$ cat config.mk
export PLATFORM = sky130hd
export DESIGN_NAME = alu_cmd_ctrl
export DESIGN_NICKNAME = d
export VERILOG_FILES = /design/src/rtl/alu_ctrl_pkg.sv /design/src/rtl/alu_cmd_ctrl.sv
export SDC_FILE = /design/constraint.sdc
export NUM_CORES = 1
export LEC_CHECK = 0
export CAP_MARGIN = 5
export CORE_UTILIZATION = 25
export DETAILED_ROUTE_END_ITERATION = 7
export PLACE_DENSITY = 0.58
export SLEW_MARGIN = 20
export SYNTH_ARGS = -nofsm -noshare
export SYNTH_HDL_FRONTEND = slang
export SYNTH_SLANG_ARGS = --single-unit
$ cat constraint.sdc
create_clock -name CLK -period 1.6 [get_ports CLK]
set_input_delay 0.48 -clock CLK [delete_from_list [all_inputs] [get_ports CLK]]
set_output_delay 0.48 -clock CLK [all_outputs]
set_load 0.02 [all_outputs]
$ cat src/rtl/alu_ctrl_pkg.sv
// Shared definitions for the ALU command sequencer.
//   - FSM state encoding (binary, 3 bits)
//   - default command bytes for operand and operand-reuse frames
//   - default datapath widths and number of bytes per ALU result
package alu_ctrl_pkg;

    localparam logic [2:0] S_IDLE    = 3'd0;
    localparam logic [2:0] S_GET_A   = 3'd1;
    localparam logic [2:0] S_GET_B   = 3'd2;
    localparam logic [2:0] S_GET_FUN = 3'd3;
    localparam logic [2:0] S_EXEC    = 3'd4;
    localparam logic [2:0] S_SEND_LO = 3'd5;
    localparam logic [2:0] S_SEND_HI = 3'd6;

    localparam logic [7:0] DEF_CMD_ALU_OPS = 8'hCC;
    localparam logic [7:0] DEF_CMD_ALU_NOP = 8'hDD;

    localparam int DEF_DATA_WIDTH = 8;
    localparam int DEF_OUT_WIDTH  = 16;
    localparam int RESULT_BYTES   = DEF_OUT_WIDTH / DEF_DATA_WIDTH;

endpackage

$ cat src/rtl/alu_cmd_ctrl.sv
// Command sequencer between the byte receive path and the shared ALU.
// Parses CMD_ALU_OPS (cmd, A, B, FUN) and CMD_ALU_NOP (cmd, FUN) frames,
// runs the ALU under a watchdog, and returns the result low byte first.
// Ports:
//   CLK, RST                 clock, async active-high reset
//   RX_P_DATA, RX_D_VLD      received byte + strobe
//   ALU_OUT, ALU_OUT_VALID   ALU result + valid
//   TX_BUSY                  transmitter back-pressure
//   ALU_A, ALU_B, ALU_FUN    latched operands / function
//   ALU_EN, ALU_CLK_EN       ALU enable and clock-gate enable
//   TX_P_DATA, TX_D_VLD      transmit byte + request
//   BUSY                     sequencer not idle
//   ERR                      one-cycle error pulse
// All outputs come straight from flops; the "Moore" outputs are loaded
// from the next-state value so they line up with the state register.
module alu_cmd_ctrl
    import alu_ctrl_pkg::*;
#(
    parameter int                    DATA_WIDTH  = DEF_DATA_WIDTH,
    parameter int                    OUT_WIDTH   = DEF_OUT_WIDTH,
    parameter int                    TIMEOUT     = 15,
    parameter logic [DATA_WIDTH-1:0] CMD_ALU_OPS = DEF_CMD_ALU_OPS,
    parameter logic [DATA_WIDTH-1:0] CMD_ALU_NOP = DEF_CMD_ALU_NOP
) (
    input  logic                  CLK,
    input  logic                  RST,
    input  logic [DATA_WIDTH-1:0] RX_P_DATA,
    input  logic                  RX_D_VLD,
    input  logic [OUT_WIDTH-1:0]  ALU_OUT,
    input  logic                  ALU_OUT_VALID,
    input  logic                  TX_BUSY,
    output logic [DATA_WIDTH-1:0] ALU_A,
    output logic [DATA_WIDTH-1:0] ALU_B,
    output logic [3:0]            ALU_FUN,
    output logic                  ALU_EN,
    output logic                  ALU_CLK_EN,
    output logic [DATA_WIDTH-1:0] TX_P_DATA,
    output logic                  TX_D_VLD,
    output logic                  BUSY,
    output logic                  ERR
);

    localparam int              WD_W    = $clog2(TIMEOUT);
    localparam logic [WD_W-1:0] WD_LAST = WD_W'(TIMEOUT - 1);

    logic [2:0]            r_state;
    logic [2:0]            w_nxt;
    logic                  w_err;
    logic [DATA_WIDTH-1:0] r_a;
    logic [DATA_WIDTH-1:0] r_b;
    logic [3:0]            r_fun;
    logic [WD_W-1:0]       r_wd;
    logic [OUT_WIDTH-1:0]  r_result;
    logic [DATA_WIDTH-1:0] r_tx_data;
    logic                  r_alu_en;
    logic                  r_tx_vld;
    logic                  r_busy;
    logic                  r_err;

    // Next state and error detection.
    always_comb begin
        w_nxt = r_state;
        w_err = 1'b0;
        case (r_state)
            S_IDLE: begin
                if (RX_D_VLD) begin
                    if (RX_P_DATA == CMD_ALU_OPS)      w_nxt = S_GET_A;
                    else if (RX_P_DATA == CMD_ALU_NOP) w_nxt = S_GET_FUN;
                    else                               w_err = 1'b1;
                end
            end
            S_GET_A:   if (RX_D_VLD) w_nxt = S_GET_B;
            S_GET_B:   if (RX_D_VLD) w_nxt = S_GET_FUN;
            S_GET_FUN: if (RX_D_VLD) w_nxt = S_EXEC;
            S_EXEC: begin
                // Overrun byte is dropped; valid takes priority over timeout.
                w_err = RX_D_VLD;
                if (ALU_OUT_VALID) begin
                    w_nxt = S_SEND_LO;
                end else if (r_wd == WD_LAST) begin
                    w_nxt = S_IDLE;
                    w_err = 1'b1;
                end
            end
            S_SEND_LO: begin
                w_err = RX_D_VLD;
                if (!TX_BUSY) w_nxt = S_SEND_HI;
            end
            S_SEND_HI: begin
                w_err = RX_D_VLD;
                if (!TX_BUSY) w_nxt = S_IDLE;
            end
            default: w_nxt = S_IDLE;
        endcase
    end

    always_ff @(posedge CLK or posedge RST) begin
        if (RST) begin
            r_state   <= S_IDLE;
            r_a       <= '0;
            r_b       <= '0;
            r_fun     <= '0;
            r_wd      <= '0;
            r_result  <= '0;
            r_tx_data <= '0;
            r_alu_en  <= 1'b0;
            r_tx_vld  <= 1'b0;
            r_busy    <= 1'b0;
            r_err     <= 1'b0;
        end else begin
            r_state  <= w_nxt;
            r_alu_en <= (w_nxt == S_EXEC);
            r_tx_vld <= (w_nxt == S_SEND_LO) || (w_nxt == S_SEND_HI);
            r_busy   <= (w_nxt != S_IDLE);
            r_err    <= w_err;

            if (RX_D_VLD) begin
                case (r_state)
                    S_GET_A:   r_a   <= RX_P_DATA;
                    S_GET_B:   r_b   <= RX_P_DATA;
                    S_GET_FUN: r_fun <= RX_P_DATA[3:0];
                    default:   ;
                endcase
            end

            // Watchdog restarts with each FUN byte and counts EXEC cycles.
            if (r_state == S_GET_FUN && RX_D_VLD) r_wd <= '0;
            else if (r_state == S_EXEC)           r_wd <= r_wd + WD_W'(1);

            // Low byte is staged at capture so TX_P_DATA is ready with the
            // request; the high byte is swapped in when the low one is taken.
            if (r_state == S_EXEC && ALU_OUT_VALID) begin
                r_result  <= ALU_OUT;
                r_tx_data <= ALU_OUT[DATA_WIDTH-1:0];
            end else if (r_state == S_SEND_LO && !TX_BUSY) begin
                r_tx_data <= r_result[OUT_WIDTH-1:DATA_WIDTH];
            end
        end
    end

    assign ALU_A      = r_a;
    assign ALU_B      = r_b;
    assign ALU_FUN    = r_fun;
    assign ALU_EN     = r_alu_en;
    assign ALU_CLK_EN = r_alu_en;
    assign TX_P_DATA  = r_tx_data;
    assign TX_D_VLD   = r_tx_vld;
    assign BUSY       = r_busy;
    assign ERR        = r_err;

endmodule

==> results of run 1 <==
==> state kept, by name, indices dropped and copies added, names as in the netlist <==
| signal | flops |
|---|---|
| ALU_A | 8 |
| r_wd | 4 |
| TX_P_DATA | 8 |
| ALU_B | 8 |
| ERR | 1 |
| BUSY | 1 |
| r_result | 8 |
| ALU_FUN | 4 |
| r_state | 3 |
| ALU_CLK_EN | 1 |
| TX_D_VLD | 1 |
==> final cells by class <==
cell class,instances,area share (%)
clock buffers,5,2.07
flip-flops and latches,47,35.5
clock inverters,3,1.32
well taps,102,3.84
multi-input cells,108,30.2
repair buffers,92,26.6
inverters,5,0.565
==> power groups by stage <==
stage / clock network, mW / logic (mW) / registers, mW
after floorplan: 0 / 1.07 / 2.50
after global placement: 0 / 2.76 / 2.09
after detailed placement: 0 / 2.80 / 2.08
after CTS: 0.930 / 2.70 / 2.06
after global routing: 0.980 / 3.01 / 2.14
final: 0.895 / 2.80 / 2.06
==> cells in the mapped netlist (all sizes together) <==
cell	instances
nor4bb	2
a211oi	1
nor2b	5
and2	3
nand3	2
xor2	1
o31ai	1
xnor2	2
mux2	28
dfrtp	47
nand3b	2
a22o	1
and4b	2
mux2i	9
o21ai	13
nand2	17
a21oi	1
nor4b	2
nand4	1
or2	1
ha	2
nor3b	2
inv	5
buf	4
or4	1
nand4bb	1
a22oi	2
a21o	2
clkbuf	5
and3	1
nor2	3
==> routing by layer <==
layer	part of all wire [%]	wire length, um
met1	48	2370
met2	45	2250
met3	6.2	311
met4	1.0	52
met5	0	0
==> layout by cell type, fill, tap and decap left out, types with 4 or more instances in the layout <==
master	Yosys	routed
inv_1	5	4
mux2_4	0	14
dfrtp_1	47	45
clkdlybuf4s50_1	0	22
clkbuf_8	0	5
mux2_2	28	14
o21ai_0	12	8
o21ai_1	1	5
mux2i_1	9	9
buf_4	1	24
dlygate4sd2_1	0	36
nor2b_1	5	4
nand2_1	17	17
==> worst reg2reg max path: stages (launching register included) <==
cell and delay, ns:
dfrtp_2 0.47, buf_4 0.16, nor4bb_4 0.30, buf_6 0.22, mux2_2 0.35
==> path summary, 6_finish.rpt <==
kind / endpoint / slack (ns) / cells after the start
max: ALU_CLK_EN / -0.03 / 6
min: ALU_A[6] / 0.41 / 2
max reg2reg: ALU_B[2] / 0 / 4
min reg2reg: TX_P_DATA[3] / 0.48 / 2
max in group asynchronous: r_result[11] / 0.70 / 3
min in group CLK: TX_P_DATA[3] / 0.48 / 2
==> timing repair <==
action                     in CTS  in global routing
buffers inserted                2                  1
resized for setup              52                 22
cloned                          1                  0
setup endpoints to repair      74                 32
pin swaps                       6                  5
hold endpoints to repair        0                  0
==> logic make-up (layout without fill, tap and decap cells) <==
| group | Yosys count | in the layout | share of synthesized area (%) |
|---|---|---|---|
| DFF | 47 | 47 | 56.5 |
| and+or+nand+nor | 45 | 45 | 12.5 |
| muxes | 37 | 37 | 19.5 |
| AOI/OAI and AO/OA | 21 | 21 | 6.19 |
| buffers and inverters | 14 | 105 | 2.88 |
| xor gates and xnor gates | 3 | 3 | 1.26 |
| adders and majority gates | 2 | 2 | 1.20 |
==> summary.md, run 1 <==
| Metric | Value |
|---|---|
| Setup crit end kind | `flop` |
| Reg power frac | `between 30% and 40%` |
| Core box area | `approximately 0.0079 mm2` |
| Slew HR | `75.2%` |
| Crit path kind | `in -> reg` |
| Final Instance Area | `between 0.003 and 0.004 mm2` |
| Sw Share | `between 30% and 40%` |
| Die Width | `around 93 um` |
| Crit start category | `input pin` |
| Arr. time, crit path | `about 1.9 ns` |
| CTS tree | `yes` |
| Routed Antenna Nets | `0` |
| Routing usage on met3 | `about 4%` |
| RSZ-0062 raised after global routing | `true` |
| Largest net degree at the start of global routing | `24` |
| Final worst-path cycle share | `102%` |
| NumNets Final | `290` |
| Maxcap violations | `0` |
| Worst vdd ir | `~0.83 mV` |
| Setup TNS | `-0.0255 ns` |
| CP Cell Sequence | `clkdlybuf4s50_1, xor2_2, nor4b_2, buf_4, a211oi_4, nor2b_1` |
| Worst setup path startpoint | `RX_P_DATA[4]` |
| NetSw | `2.07 mW` |
| Slew Viols, Final | `0` |
| Layout overhead on the synthesized area | `59.6%` |
| Port bufs | `~60` |
| Tot Pwr | `approximately 5.8 mW` |
| Initial antenna violation count | `0` |
| Crit path max-delay cell type | `clkdlybuf4s50_1` |
| Area of the multi-input gates | `~0.001 mm2` |
| Slew @ Worst Pin | `0.372 ns` |
| Hold slack | `0.407 ns` |
| Full die area | `between 0.008 and 0.009 mm2` |
| FF+latch count, synth | `between 40 and 50` |
| CTS Buf Count | `5` |
| Per-cell routed wire length | `about 14 um` |
| Share of layout cells above drive strength 1 | `a little under a third` |
| Slowest Stage Delay on Critical Path | `0.53 ns` |
| Drt initial violations | `19` |
| Mapped cell area | `around 0.0021 mm2` |
| Dpl hpwl | `3.46 mm` |
| CTS Buffer Depth | `2` |
| Vias in the first global route | `between 1500 and 2000` |
| Final WS setup | `-0.0255 ns` |
| Req. time, crit path | `1.84 ns` |
| Failing checks | `negative setup slack` |
| Worst-Skew Late Latency | `about 0.30 ns` |
| H-tree Lvls | `2` |
| Syn Nets | `200` |
| Pwr/cell area | `1730 mW/mm2` |
| Buffers and inverters on the worst path | `2` |
| GR Util All Layers | `11.8%` |
| Final std cells w/o fill | `~360` |
| Clock transition at path regs | `around 0.10 ns` |
| Place WS | `-0.563 ns` |
| Status | `complete, but fails checks` |
| Utilization after layout | `a little over two fifths` |
| Initial Utilization | `26.4%` |
| CP max FO | `3` |
| Clock Power Share | `15.5%` |
| Comb pwr share | `between 40% and 50%` |
| Delay-heaviest family, CP | `buffers and inverters` |
| Post-Synthesis Cells | `approximately 170` |
| Synth Area per Inst | `about 12 um2` |
| Drt via density | `around 4.3` |
| Antenna diodes | `0` |
| Fmax | `615 MHz` |
| Rows | `32` |
| CTS Hold Buffers Added | `0` |
| Synth top area cells | `dfrtp_1, mux2_2, mux2i_1` |
| Chip height | `between 90 and 100 um` |
| Hold Fails Final Rpt | `0` |
| Hold/Removal Path Class | `in -> async` |
| Post-Place Cells | `350` |
| FF/Latch Area | `between 0.001 and 0.0015 mm2` |
| Sequential area share after synthesis | `56.5%` |
| # DRC | `0` |
| Top Usage Layer GRT | `met2` |
| Largest area contributor in the netlist | `dfrtp_1` |
| Setup violators final | `1` |
| Reg2reg start | `r_state[0]` |
| Yosys warns | `0` |
| Via Count | `about 1600` |
| Layout fillers | `757` |
| Post-synth cell types | `33` |
| Post-layout min period | `approximately 1.6 ns` |
| Total grt overflow | `0` |
| Skew final | `roughly 0.008 ns` |
| Drt first pass iters | `4` |
| Yosys top cell area share | `56.5%` |
| IO Count | `62` |
| Internal power | `about 3.7 mW` |
| First-pass GRT wire length | `between 7 and 8 mm` |
| # clock sinks | `between 40 and 50` |
| Lkg Pwr | `between 1.5 and 2 nW` |
| CTS root buf | `clkbuf_8` |
| WL final | `4.98 mm` |
| Met1 Use GR | `15.9%` |
| Met2 Resource Use GR | `between 10% and 20%` |
| Routability cong. | `just under 0.7` |
| Placed Area | `roughly 0.003 mm2` |
(Power assumes the default switching activity.)
==> run 2: changes to the inputs <==
--- a/config.mk
+++ b/config.mk
@@ -9,6 +9,7 @@
 export CORE_UTILIZATION = 25
 export DETAILED_ROUTE_END_ITERATION = 7
 export PLACE_DENSITY = 0.58
+export SKIP_CTS_REPAIR_TIMING = 1
 export SLEW_MARGIN = 20
 export SYNTH_ARGS = -nofsm -noshare
 export SYNTH_HDL_FRONTEND = slang
==> run 2 against run 1 <==
- the flow still finishes with violations (negative setup slack)
- clock skew up 0.0062 ns
- sequential cell count unchanged
- power up 4.7%
- clock-buffer cell count unchanged
- routed wire length up 1.2%
- core utilization up 1.5 points
- first-iteration DRC count down 32%
- via count down 0.45%
- worst hold slack worse by 0.00096 ns
- die area unchanged
- cell count down 0.28%
- largest power group unchanged
- highest routed layer unchanged
==> summary.md, run 2 (synthesized netlist as in run 1, its figures left out) <==
| Metric | Value |
|---|---|
| Slew @ Worst Pin | `~0.38 ns` |
| Fmax | `roughly 610 MHz` |
| Area of the multi-input gates | `0.00100 mm2` |
| Worst-Skew Late Latency | `~0.3 ns` |
| Rows | `32` |
| Slew Viols, Final | `0` |
| Arr. time, crit path | `1.90 ns` |
| H-tree Lvls | `2` |
| WL final | `roughly 5.0 mm` |
| RSZ-0062 raised after global routing | `true` |
| WP depth | `4` |
| Skew final | `approximately 0.014 ns` |
| Full die area | `around 0.0087 mm2` |
| Hold/Removal Path Class | `in -> async` |
| Hold Fails Final Rpt | `0` |
| CP Cell Sequence | `nor4bb_4, or4_4, a211oi_4, nor2b_1` |
| Per-cell routed wire length | `around 14 um` |
| Utilization after layout | `43.6%` |
| Slowest Stage Delay on Critical Path | `0.53 ns` |
| CTS Buffer Depth | `2` |
| Sw Share | `around a third` |
| Failing checks | `negative setup slack` |
| Buffers and inverters on the worst path | `0` |
| Maxcap violations | `0` |
| Antenna diodes | `0` |
| Post-layout min period | `around 1.6 ns` |
| Comb pwr share | `between 50% and 60%` |
| Crit path max-delay cell type | `or4_4` |
| CP max FO | `6` |
| Largest net degree at the start of global routing | `24` |
| Initial antenna violation count | `0` |
| Final std cells w/o fill | `between 300 and 400` |
| Drt initial violations | `13` |
| Reg power frac | `about a third` |
| Worst vdd ir | `around 0.8 mV` |
| Routability cong. | `roughly 0.69` |
| Highest-count cells in the layout ignoring fill and taps | `dfrtp_1, dlymetal6s2s_1, clkdlybuf4s50_1, buf_4, mux2_4` |
| Port bufs | `61` |
| First-pass GRT wire length | `between 7 and 8 mm` |
| Initial Utilization | `between 20% and 30%` |
| CTS root buf | `clkbuf_8` |
| Setup crit end kind | `flop` |
| Final Instance Area | `between 0.003 and 0.004 mm2` |
| Slew HR | `approximately three quarters` |
| GR Util All Layers | `11.4%` |
| Total grt overflow | `0` |
| CTS tree | `yes` |
| Status | `complete, but fails checks` |
| Drt first pass iters | `4` |
| # DRC | `0` |
| Crit path kind | `reg -> reg` |
| Setup violators final | `3` |
| Final WS setup | `-0.0481 ns` |
| CTS Buf Count | `5` |
| Chip height | `93.3 um` |
| NumNets Final | `around 290` |
| Routed Antenna Nets | `0` |
| Core box area | `between 0.007 and 0.008 mm2` |
| Dpl hpwl | `3.46 mm` |
| Die Width | `between 90 and 100 um` |
| Hold slack | `approximately 0.4 ns` |
| Reg2reg start | `r_state[1]` |
| Lkg Pwr | `around 1.9 nW` |
| Final worst-path cycle share | `103%` |
| Placed Area | `roughly 0.0030 mm2` |
| Worst R2R Setup Slack | `-0.05 ns` |
| Most common cell after layout, fill and taps aside | `dfrtp_1` |
| Pwr/cell area | `between 1500 and 2000 mW/mm2` |
| Layout fillers | `729` |
| Share of layout cells above drive strength 1 | `a little under a third` |
| R2r worst-path depth | `4` |
| FF/Latch Area | `0.00118 mm2` |
| NetSw | `2.10 mW` |
| Internal power | `3.93 mW` |
| Vias in the first global route | `1520` |
| # clock sinks | `47` |
| Clock transition at path regs | `roughly 0.1 ns` |
| Post-Place Cells | `350` |
| Delay-heaviest family, CP | `simple AND/OR/NAND/NOR gates` |
| Clock Power Share | `between 10 and 15%` |
| Via Count | `between 1500 and 2000` |
| Critical R2R Capture | `ALU_CLK_EN` |
| IO Count | `slightly above 60` |
| Req. time, crit path | `roughly 1.9 ns` |
| Crit start category | `flop` |
| Drt via density | `roughly 4.3` |
| Layout overhead on the synthesized area | `65.1%` |
## run 2: cell count changes in the layout (fill, tap and decap cells not counted), sizes merged
cell / delta
buf: -1
bufbuf: -1
clkbuf: +1
clkdlybuf4s50: +2
dlygate4sd2: -36
dlymetal6s2s: +34
## run 2: power groups by stage
stage,combinational (mW),clock (mW),sequential (mW)
floorplan,1.07,0,2.50
global placement,2.76,0,2.09
detailed placement,2.80,0,2.08
CTS,2.81,0.930,2.07
global route,3.28,0.986,2.14
finish,3.06,0.896,2.07
## run 2: how the worst max path moves through the flow
stage / to / slack, ns / from
after floorplan: ALU_CLK_EN / -0.06 / RX_D_VLD
after global placement: ALU_CLK_EN / -0.53 / RX_D_VLD
after detailed placement: ALU_CLK_EN / -0.56 / RX_D_VLD
after CTS: ALU_CLK_EN / -0.25 / RX_D_VLD
after global routing: ALU_CLK_EN / -0.11 / RX_P_DATA[2]
final: ALU_CLK_EN / -0.05 / r_state[1]
## run 2: metrics by stage
step | setup TNS [ns] | total power [mW] | setup slack (ns)
after floorplan | -0.141 | 3.56 | -0.0620
after global placement | -18.94 | 4.84 | -0.532
after detailed placement | -19.79 | 4.88 | -0.563
after CTS | -10.20 | 5.80 | -0.249
after global routing | -0.340 | 6.41 | -0.106
final | -0.0883 | 6.03 | -0.0481
## run 2: final cells by class
class | count | area share [%]
Clock inverter | 3 | 1.27
Tap cell | 102 | 3.71
Timing Repair Buffer | 91 | 29.0
Multi-Input combinational cell | 108 | 29.2
Inverter | 5 | 0.546
Clock buffer | 5 | 2.00
Sequential cell | 47 | 34.3
## run 2: per-layer routing
| metal | vias up | global-route usage (%) | part of all wire (%) |
|---|---|---|---|
| li1 | 765 | - | - |
| met1 | 749 | 15.3 | 48 |
| met2 | 40 | 17.3 | 45 |
| met3 | 6 | 4.15 | 6.6 |
| met4 | 0 | 3.08 | 0.99 |
| met5 | - | 0 | 0 |
==> run 3: changes to the inputs <==
==> constraint.sdc (replaced) <==
create_clock -name CLK -period 1.4 [get_ports CLK]
set_input_delay 0.42 -clock CLK [delete_from_list [all_inputs] [get_ports CLK]]
set_output_delay 0.42 -clock CLK [all_outputs]
set_load 0.02 [all_outputs]
==> run 3 against run 2 <==
- the run still ends with negative setup slack left
- power is 18% higher
- core utilization is 1.6 points higher
- routed wire length is 0.79% higher
- sequential cell count stayed put
- cell count is 1.7% higher
- worst hold slack better by 0.011 ns
- clock skew is 0.0084 ns lower
- first-iteration DRC count grew to 3.2 times the previous value
- via count is 1.8% higher
- critical path type unchanged
- critical endpoint unchanged
- highest routed layer unchanged
==> summary.md, run 3 (synthesized netlist as in run 1, its figures left out) <==
| Metric | Value |
|---|---|
| Status | `complete, but fails checks` |
| Failing checks | `negative setup slack` |
| Vias in the first global route | `approximately 1600` |
| Initial Utilization | `about a quarter` |
| Fmax | `around 600 MHz` |
| Hold Fails Final Rpt | `0` |
| GR Util All Layers | `11.2%` |
| # clock sinks | `47` |
| First-pass GRT wire length | `~7.6 mm` |
| Hold slack | `0.417 ns` |
| Hold/Removal Path Class | `in -> async` |
| Pwr/cell area | `a little under 2000 mW/mm2` |
| Initial antenna violation count | `0` |
| CTS tree | `yes` |
| Crit path kind | `reg -> reg` |
| Drt via density | `roughly 4.3` |
| Utilization after layout | `45.2%` |
| Chip height | `between 90 and 100 um` |
| Place WS | `-0.764 ns` |
| Drt initial violations | `between 40 and 50` |
| CTS root buf | `clkbuf_8` |
| Port bufs | `roughly 60` |
| Final worst-path cycle share | `119%` |
| Req. time, crit path | `between 1.5 and 2 ns` |
| Skew final | `between 0.005 and 0.006 ns` |
| Core box area | `0.00789 mm2` |
| Highest-count cells in the layout ignoring fill and taps | `dfrtp_1, dlymetal6s2s_1, buf_4, mux2_4, clkdlybuf4s50_1` |
| CTS Buffer Depth | `2` |
| Maxcap violations | `0` |
| Slew Viols, Final | `0` |
| Slew HR | `77.8%` |
| Full die area | `a little under 0.009 mm2` |
| Setup crit end kind | `flop` |
| Setup violators final | `46` |
| Lkg Pwr | `~2 nW` |
| WL final | `a little over 5 mm` |
| Layout fillers | `762` |
| Total grt overflow | `0` |
| Via Count | `approximately 1600` |
| Final WS setup | `-0.264 ns` |
| CP max FO | `6` |
| Final std cells w/o fill | `367` |
| Post-layout min period | `about 1.7 ns` |
| Crit start category | `flop` |
| Per-cell routed wire length | `around 14 um` |
| Dpl hpwl | `3.48 mm` |
| Die Width | `~93 um` |
| # DRC | `0` |
| RSZ-0062 raised after global routing | `true` |
| Arr. time, crit path | `roughly 1.9 ns` |
| Largest net degree at the start of global routing | `24` |
| Worst-Skew Late Latency | `0.29 ns` |
| Routability cong. | `0.703` |
| CTS Buf Count | `5` |
| Slew @ Worst Pin | `0.333 ns` |
| H-tree Lvls | `2` |
| Clock transition at path regs | `around 0.090 ns` |
| NumNets Final | `295` |
| Post-Place Cells | `around 360` |
| Routed Antenna Nets | `0` |
| Drt first pass iters | `3` |
| Worst vdd ir | `about 0.83 mV` |
| Layout overhead on the synthesized area | `71.1%` |
| Setup TNS | `-7.51 ns` |
| Antenna diodes | `0` |
| IO Count | `slightly above 60` |
| Rows | `32` |
| Most common cell after layout, fill and taps aside | `dfrtp_1` |
| Share of layout cells above drive strength 1 | `a little over a third` |
[run 3: cell count changes in the layout (fill, tap and decap cells not counted), sizes merged]
cell and delta:
bufinv -1, buf +7, inv -1, clkdlybuf4s50 -6, clkinvlp +2, dlymetal6s2s +6, clkinv -1
[run 3: worst paths after layout]
kind,slack (ns),from,cells after the start,endpoint
setup / recovery,-0.26,r_state[0],4,ALU_CLK_EN
hold / removal,0.42,RST,2,ERR
setup reg to reg,-0.26,r_state[0],4,ALU_CLK_EN
hold reg to reg,0.49,TX_P_DATA[6],2,TX_P_DATA[6]
max in group asynchronous,0.58,RST,3,r_state[1]
min in group CLK,0.47,RX_P_DATA[5],2,ALU_B[5]
[run 3: where the power goes]
| group | internal (mW) | switching [mW] |
|---|---|---|
| sequential | 2.00 | 0.363 |
| combinational | 2.18 | 1.66 |
| clock | 0.404 | 0.478 |
| total | 4.58 | 2.50 |
[run 3: stage by stage]
stage / area, um2 / power (mW)
2_1_floorplan: 2120 / 4.11
3_3_place_gp: 3130 / 5.71
3_5_place_dp: 3130 / 5.76
4_1_cts: 3230 / 6.67
5_1_grt: 3560 / 7.55
6_report: 3560 / 7.08
[run 3: worst max-delay path, stage by stage, from the launching register on]
cell      delay [ns]
dfrtp_2         0.46
nor3b_1         0.16
or4_4           0.57
a211oi_4        0.25
nor2b_1         0.17
[run 3: routing by layer]
metal	part of all wire [%]	up-vias	GRT usage (%)	routed length, um
li1	-	776	-	-
met1	48	767	15.2	2450
met2	45	40	16.9	2300
met3	5.8	5	4.07	293
met4	0.79	0	3.08	40
met5	0	-	0	0
[run 3: cell type report]
cell class / count / area (um2) / area share, %
sequential: 47 / 1180 / 33.1
timing repair buffer: 97 / 1080 / 30.2
multi-input combinational: 108 / 1060 / 29.7
tap: 102 / 128 / 3.58
clock buffer: 6 / 82.6 / 2.32
inverter: 5 / 22.5 / 0.632
clock inverter: 2 / 16.3 / 0.457
